==> src/rtl/writeback_queue_if.sv <==
// Bundle of the writeback queue's request, register-file write and bypass signals.
// master = pipeline/upstream side, slave = the queue itself.
interface writeback_queue_if #(parameter int DEPTH = 4);
  localparam int CNT_W = $clog2(DEPTH) + 1;

  logic             alu_valid;
  logic [2:0]       alu_addr;
  logic [31:0]      alu_value;
  logic             id_valid;
  logic [2:0]       id_addr;
  logic [31:0]      id_value;
  logic             stall;

  logic             write_enable;
  logic [2:0]       write_addr;
  logic [31:0]      write_value_alu;
  logic [31:0]      write_value_id;
  logic             write_data_sel;
  logic [CNT_W-1:0] pending;

  logic [2:0]       fwd_addr1;
  logic [2:0]       fwd_addr2;
  logic             fwd_hit1;
  logic             fwd_hit2;
  logic [31:0]      fwd_val1;
  logic [31:0]      fwd_val2;

  modport master (
    output alu_valid, alu_addr, alu_value, id_valid, id_addr, id_value,
    output fwd_addr1, fwd_addr2,
    input  stall, write_enable, write_addr, write_value_alu, write_value_id,
    input  write_data_sel, pending, fwd_hit1, fwd_hit2, fwd_val1, fwd_val2
  );

  modport slave (
    input  alu_valid, alu_addr, alu_value, id_valid, id_addr, id_value,
    input  fwd_addr1, fwd_addr2,
    output stall, write_enable, write_addr, write_value_alu, write_value_id,
    output write_data_sel, pending, fwd_hit1, fwd_hit2, fwd_val1, fwd_val2
  );
endinterface

==> src/rtl/writeback_queue.sv <==
// Writeback queue: ALU/ID write requests drain in order to the register file, one per cycle, one-cycle minimum latency.
// stall holds off new requests when fewer than two slots remain; WRITEBACK_QUEUE_BYPASS_EN adds the youngest-match bypass lookup.
module writeback_queue #(
  parameter int DEPTH = 4
) (
  input logic            clk,
  input logic            rst,
  writeback_queue_if.slave wq
);
  localparam int PTR_W = $clog2(DEPTH);
  localparam int CNT_W = PTR_W + 1;

  typedef struct packed {
    logic [2:0]  addr;
    logic [31:0] value;
    logic        src;
  } entry_t;

  entry_t           mem [DEPTH];
  logic [PTR_W-1:0] rd_ptr;
  logic [PTR_W-1:0] wr_ptr;
  logic [CNT_W-1:0] count;
  logic [CNT_W-1:0] count_nxt;
  logic             accept;
  logic             deq;
  logic [1:0]       enq_num;
  entry_t           head;
  entry_t           alu_entry;
  entry_t           id_entry;

  // Stall leaves room for a worst-case dual enqueue, so the write side never checks for space.
  assign wq.stall  = (count >= CNT_W'(DEPTH - 1));
  assign accept    = !wq.stall;
  assign enq_num   = accept ? ({1'b0, wq.alu_valid} + {1'b0, wq.id_valid}) : 2'd0;
  assign deq       = (count != '0);
  assign count_nxt = count + CNT_W'(enq_num) - CNT_W'(deq);

  assign alu_entry = '{addr: wq.alu_addr, value: wq.alu_value, src: 1'b1};
  assign id_entry  = '{addr: wq.id_addr,  value: wq.id_value,  src: 1'b0};

  always_ff @(posedge clk) begin
    if (rst) begin
      rd_ptr <= '0;
      wr_ptr <= '0;
      count  <= '0;
    end else begin
      rd_ptr <= rd_ptr + PTR_W'(deq);
      wr_ptr <= wr_ptr + PTR_W'(enq_num);
      count  <= count_nxt;
    end
  end

  // ALU lands first when both arrive, so it is the older of the pair.
  always_ff @(posedge clk) begin
    if (!rst && accept) begin
      if (wq.alu_valid) mem[wr_ptr] <= alu_entry;
      if (wq.id_valid)  mem[wr_ptr + PTR_W'(wq.alu_valid)] <= id_entry;
    end
  end

  assign head = mem[rd_ptr];

  assign wq.pending         = count;
  assign wq.write_enable    = deq;
  assign wq.write_addr      = deq ? head.addr : 3'd0;
  assign wq.write_data_sel  = deq & head.src;
  assign wq.write_value_alu = (deq &&  head.src) ? head.value : 32'd0;
  assign wq.write_value_id  = (deq && !head.src) ? head.value : 32'd0;

`ifdef WRITEBACK_QUEUE_BYPASS_EN
  // Walk oldest to youngest so a later match overwrites an earlier one.
  always_comb begin
    wq.fwd_hit1 = 1'b0;
    wq.fwd_val1 = 32'd0;
    wq.fwd_hit2 = 1'b0;
    wq.fwd_val2 = 32'd0;
    for (int i = 0; i < DEPTH; i++) begin
      automatic logic [PTR_W-1:0] idx = rd_ptr + PTR_W'(i);
      if (CNT_W'(i) < count) begin
        if (mem[idx].addr == wq.fwd_addr1) begin
          wq.fwd_hit1 = 1'b1;
          wq.fwd_val1 = mem[idx].value;
        end
        if (mem[idx].addr == wq.fwd_addr2) begin
          wq.fwd_hit2 = 1'b1;
          wq.fwd_val2 = mem[idx].value;
        end
      end
    end
  end
`else
  logic unused_fwd;
  assign unused_fwd  = ^{wq.fwd_addr1, wq.fwd_addr2};
  assign wq.fwd_hit1 = 1'b0;
  assign wq.fwd_hit2 = 1'b0;
  assign wq.fwd_val1 = 32'd0;
  assign wq.fwd_val2 = 32'd0;
`endif

  count_bounded: assert property (@(posedge clk) disable iff (rst) count <= CNT_W'(DEPTH));

endmodule
==> src/flat_wrapper.sv <==
// flat-port wrapper written by rule: the top's interface ports become plain ports
module writeback_queue_flat 
#(
  parameter int DEPTH = 4
)
  (clk, rst, wq_alu_valid, wq_alu_addr, wq_alu_value, wq_id_valid, wq_id_addr, wq_id_value, wq_fwd_addr1, wq_fwd_addr2, wq_stall, wq_write_enable, wq_write_addr, wq_write_value_alu, wq_write_value_id, wq_write_data_sel, wq_pending, wq_fwd_hit1, wq_fwd_hit2, wq_fwd_val1, wq_fwd_val2);
  writeback_queue_if #(.DEPTH(DEPTH)) wq_i ();
  input logic clk;
  input logic rst;
  input wire logic [$bits(wq_i.alu_valid)-1:0] wq_alu_valid;
  input wire logic [$bits(wq_i.alu_addr)-1:0] wq_alu_addr;
  input wire logic [$bits(wq_i.alu_value)-1:0] wq_alu_value;
  input wire logic [$bits(wq_i.id_valid)-1:0] wq_id_valid;
  input wire logic [$bits(wq_i.id_addr)-1:0] wq_id_addr;
  input wire logic [$bits(wq_i.id_value)-1:0] wq_id_value;
  input wire logic [$bits(wq_i.fwd_addr1)-1:0] wq_fwd_addr1;
  input wire logic [$bits(wq_i.fwd_addr2)-1:0] wq_fwd_addr2;
  output wire logic [$bits(wq_i.stall)-1:0] wq_stall;
  output wire logic [$bits(wq_i.write_enable)-1:0] wq_write_enable;
  output wire logic [$bits(wq_i.write_addr)-1:0] wq_write_addr;
  output wire logic [$bits(wq_i.write_value_alu)-1:0] wq_write_value_alu;
  output wire logic [$bits(wq_i.write_value_id)-1:0] wq_write_value_id;
  output wire logic [$bits(wq_i.write_data_sel)-1:0] wq_write_data_sel;
  output wire logic [$bits(wq_i.pending)-1:0] wq_pending;
  output wire logic [$bits(wq_i.fwd_hit1)-1:0] wq_fwd_hit1;
  output wire logic [$bits(wq_i.fwd_hit2)-1:0] wq_fwd_hit2;
  output wire logic [$bits(wq_i.fwd_val1)-1:0] wq_fwd_val1;
  output wire logic [$bits(wq_i.fwd_val2)-1:0] wq_fwd_val2;
  assign wq_i.alu_valid = wq_alu_valid;
  assign wq_i.alu_addr = wq_alu_addr;
  assign wq_i.alu_value = wq_alu_value;
  assign wq_i.id_valid = wq_id_valid;
  assign wq_i.id_addr = wq_id_addr;
  assign wq_i.id_value = wq_id_value;
  assign wq_i.fwd_addr1 = wq_fwd_addr1;
  assign wq_i.fwd_addr2 = wq_fwd_addr2;
  assign wq_stall = wq_i.stall;
  assign wq_write_enable = wq_i.write_enable;
  assign wq_write_addr = wq_i.write_addr;
  assign wq_write_value_alu = wq_i.write_value_alu;
  assign wq_write_value_id = wq_i.write_value_id;
  assign wq_write_data_sel = wq_i.write_data_sel;
  assign wq_pending = wq_i.pending;
  assign wq_fwd_hit1 = wq_i.fwd_hit1;
  assign wq_fwd_hit2 = wq_i.fwd_hit2;
  assign wq_fwd_val1 = wq_i.fwd_val1;
  assign wq_fwd_val2 = wq_i.fwd_val2;
  writeback_queue #(.DEPTH(DEPTH)) u_core (.clk(clk), .rst(rst), .wq(wq_i));
endmodule
==> config.mk <==
export PLATFORM = sky130hd
export DESIGN_NAME = writeback_queue_flat
export DESIGN_NICKNAME = d
export VERILOG_FILES = /design/src/rtl/writeback_queue_if.sv /design/src/rtl/writeback_queue.sv /design/src/flat_wrapper.sv
export SDC_FILE = /design/constraint.sdc
export NUM_CORES = 1
export LEC_CHECK = 0
export CAP_MARGIN = 5
export CORE_MARGIN = 1.5
export CORE_UTILIZATION = 50
export CTS_BUF_LIST = sky130_fd_sc_hd__clkbuf_2
export CTS_CLUSTER_DIAMETER = 40
export DETAILED_ROUTE_END_ITERATION = 10
export DONT_BUFFER_PORTS = 1
export GPL_ROUTABILITY_DRIVEN = 0
export PLACE_DENSITY = 0.71
export RECOVER_POWER = 50
export SYNTH_ARGS = -nofsm -noshare
export SYNTH_HDL_FRONTEND = slang
export SYNTH_SLANG_ARGS = --single-unit
export TNS_END_PERCENT = 30
==> constraint.sdc <==
create_clock -name clk -period 7.35 [get_ports clk]
set_input_delay 0.735 -clock clk [delete_from_list [all_inputs] [get_ports clk]]
set_output_delay 0.735 -clock clk [all_outputs]
set_load 0.02 [all_outputs]
==> qor.yml <==
outcome: "finished with violations"
violations: "max-capacitance violations, max-slew violations"
synth.avg_cell_area_sq_um: 13.4
cts_resized: 0
cp_max_fo: 68
routed_via_density: 6.11
synth-edff-count: 140
fin_nets: 783
netlist_instances: 727
finalSetupTns_ns: 0
finalClockSkew_ns: 0.0299
cts.sinks: 151
ys_seq_area_share_pct: 45.5
syn_area_sq_um: 9710
initial_core_util_pct: 51.4
mostFrequentLayoutCell: "and3_1"
synth_warnings: 0
vias: 5916
period_share_pct: 73.9
ir_drop_v: 0.000182
portBuffers: 0
clockBufferDepth: 2
dr.pass1.iters: 5
ios: 219
cts.clk_slew.worst_paths_ns: 0.27
finalSetupViolCount: 0
crit_path_end_kind: "register"
required_ns: 7.69
synthTopCellsByArea: "edfxtp_1 43%, and3_1 11%, mux2_2 9.0%"
synthDistinctLibCells: 39
p_leak_nw: 4.17
maxSlewViolCount: 229
grt_setup_unrepaired: "false"
grt_start_max_net_pins: 86
wl_mm: 23.8
overflow: 0
hpwl_mm: 13.2
clock-root-buffer: "clkbuf_2"
worstHoldPathType: "in2reg"
drc: 0
synth_top_cell_by_area: "edfxtp_1"
final_layout_size_suffix_gt1_share_pct: 24.0
mostFrequentLayoutCells: "169 x and3_1, 140 x edfxtp_1, 78 x mux2_2, 66 x conb_1, 56 x mux2_1"
min_period_ns: 5.43
cts_inserted_buffers: 17
hold_slack_ns: 0.178
hold_viol: 0
ys.flop_type: "edfxtp_1"
synth-seq-cells: 151
die_area_sq_um: 20300
drt_iter0_drc: 504
cts_tree: "done"
grt_pass1_wl_mm: 35.1
slew_headroom_pct: -90.3
clk-insertion-delay-late_ns: 0.73
area_growth_syn_to_layout_pct: -1.91
ant_nets: 0
crit_path_start_kind: "register"
antenna_found_initial: 1
grt_pass1_vias: 6133
worst_pin_slew_ns: 2.85
track_usage_pct: 23.4
cp.arrival_ns: 5.77
wl_per_cell_microns: 24.6
max_freq_mhz: 184
synthArstFlopShare_pct: 0
htree_num_levels: 4
die_y_microns: 142
coreArea_sq_um: 18900
die_x_microns: 142
synth_top_area_share_pct: 43.3
powerDensity_nw_per_um2: 337
row_count: 50
crit_type: "reg2reg"
max-cap-violations: 4
[report_power, final]
group	leakage, nW	total (mW)	switching, mW	internal (mW)
sequential	1.32	1.28	0.154	1.13
combinational	2.73	1.49	0.999	0.491
clock	0.122	0.433	0.333	0.0991
[critical path: stages, from the launching register on]
cell      delay, ns
dfxtp_1        0.47
a21oi_4        0.19
clkbuf_1       1.74
nand4_4        1.32
nand2_2        1.29
[synthesized netlist by cell type, types with 2 or more instances]
| cell type | n |
|---|---|
| and3_1 | 169 |
| edfxtp_1 | 140 |
| mux2_2 | 78 |
| buf_4 | 70 |
| mux2_4 | 58 |
| and2_1 | 37 |
| mux4_2 | 36 |
| clkbuf_1 | 34 |
| inv_1 | 13 |
| buf_6 | 12 |
| dfxtp_1 | 11 |
| nand2_1 | 10 |
| buf_2 | 7 |
| ha_1 | 7 |
| a21boi_0 | 4 |
| mux2i_1 | 4 |
| nand4_4 | 4 |
| nor2b_1 | 4 |
| nand3_1 | 3 |
| nor3_1 | 3 |
| and4bb_1 | 2 |
| clkbuf_2 | 2 |
| nor2_1 | 2 |
| xor2_1 | 2 |
[final timing paths]
path,startpoint,endpoint,slack [ns],cells after the start
worst max-delay path,u_core.wq.pending[0]$_SDFF_PP0_,u_core.mem[0][14]$_DFFE_PP_,1.92,4
worst min-delay path,wq_id_value[9],u_core.mem[3][10]$_DFFE_PP_,0.18,1
worst max register to register,u_core.wq.pending[0]$_SDFF_PP0_,u_core.mem[0][14]$_DFFE_PP_,1.92,4
worst min register to register,u_core.mem[2][0]$_SDFFE_PP0N_,u_core.mem[2][0]$_SDFFE_PP0N_,0.47,2
[routing by layer]
metal	GRT usage (%)	share of wire (%)	up-vias
met3	6.59	8.1	31
met5	0	0	-
met4	8.36	1.5	0
li1	-	-	2538
met1	27.3	39	3066
met2	41.4	52	281
[kinds of logic after synthesis]
| family | Yosys count | synth area share (%) |
|---|---|---|
| AOI/OAI and AO/OA | 6 | 0.528 |
| xor gates and xnor gates | 5 | 0.606 |
| adders and majority gates | 8 | 1.11 |
| buffers and inverters | 139 | 9.12 |
| DFF | 151 | 45.5 |
| muxes | 176 | 26.8 |
| other | 1 | 0.0386 |
| and+or+nand+nor | 241 | 16.3 |
[flip-flops by register name (all words and copies together), names as in the netlist]
signal	cells
u_core.rd_ptr	2
u_core.mem	144
u_core.wr_ptr	2
u_core.wq.pending	3
[final cells by class]
| cell class | instances | area (sq um) |
|---|---|---|
| antenna | 1 | 2.50 |
| clock buffer | 18 | 90.1 |
| clock inverter | 14 | 119 |
| fill | 1660 | 9370 |
| inverter | 13 | 48.8 |
| multi-input combinational | 502 | 4440 |
| sequential | 151 | 4430 |
| tap | 260 | 325 |
| timing repair buffer | 10 | 68.8 |
[per-stage QoR]
step           instance area [sq um]  util [%]  power [mW]  setup slack [ns]  std cells
6_report                        9530      50.4        3.21              1.92        969
5_1_grt                         9530      50.4        3.37              1.64        969
3_3_place_gp                    9520      50.4        2.78              3.58        934
4_1_cts                         9740      51.5        3.25              2.74        967
2_1_floorplan                   9960         -        2.55              4.42        792
3_5_place_dp                    9520      50.4        2.83              3.56        934
[timing repair]
action | CTS | global route
hold buffers | 1 | 1
hold endpoints to repair | 5 | 2
buffers inserted | 0 | 0
(Power assumes the default switching activity.)
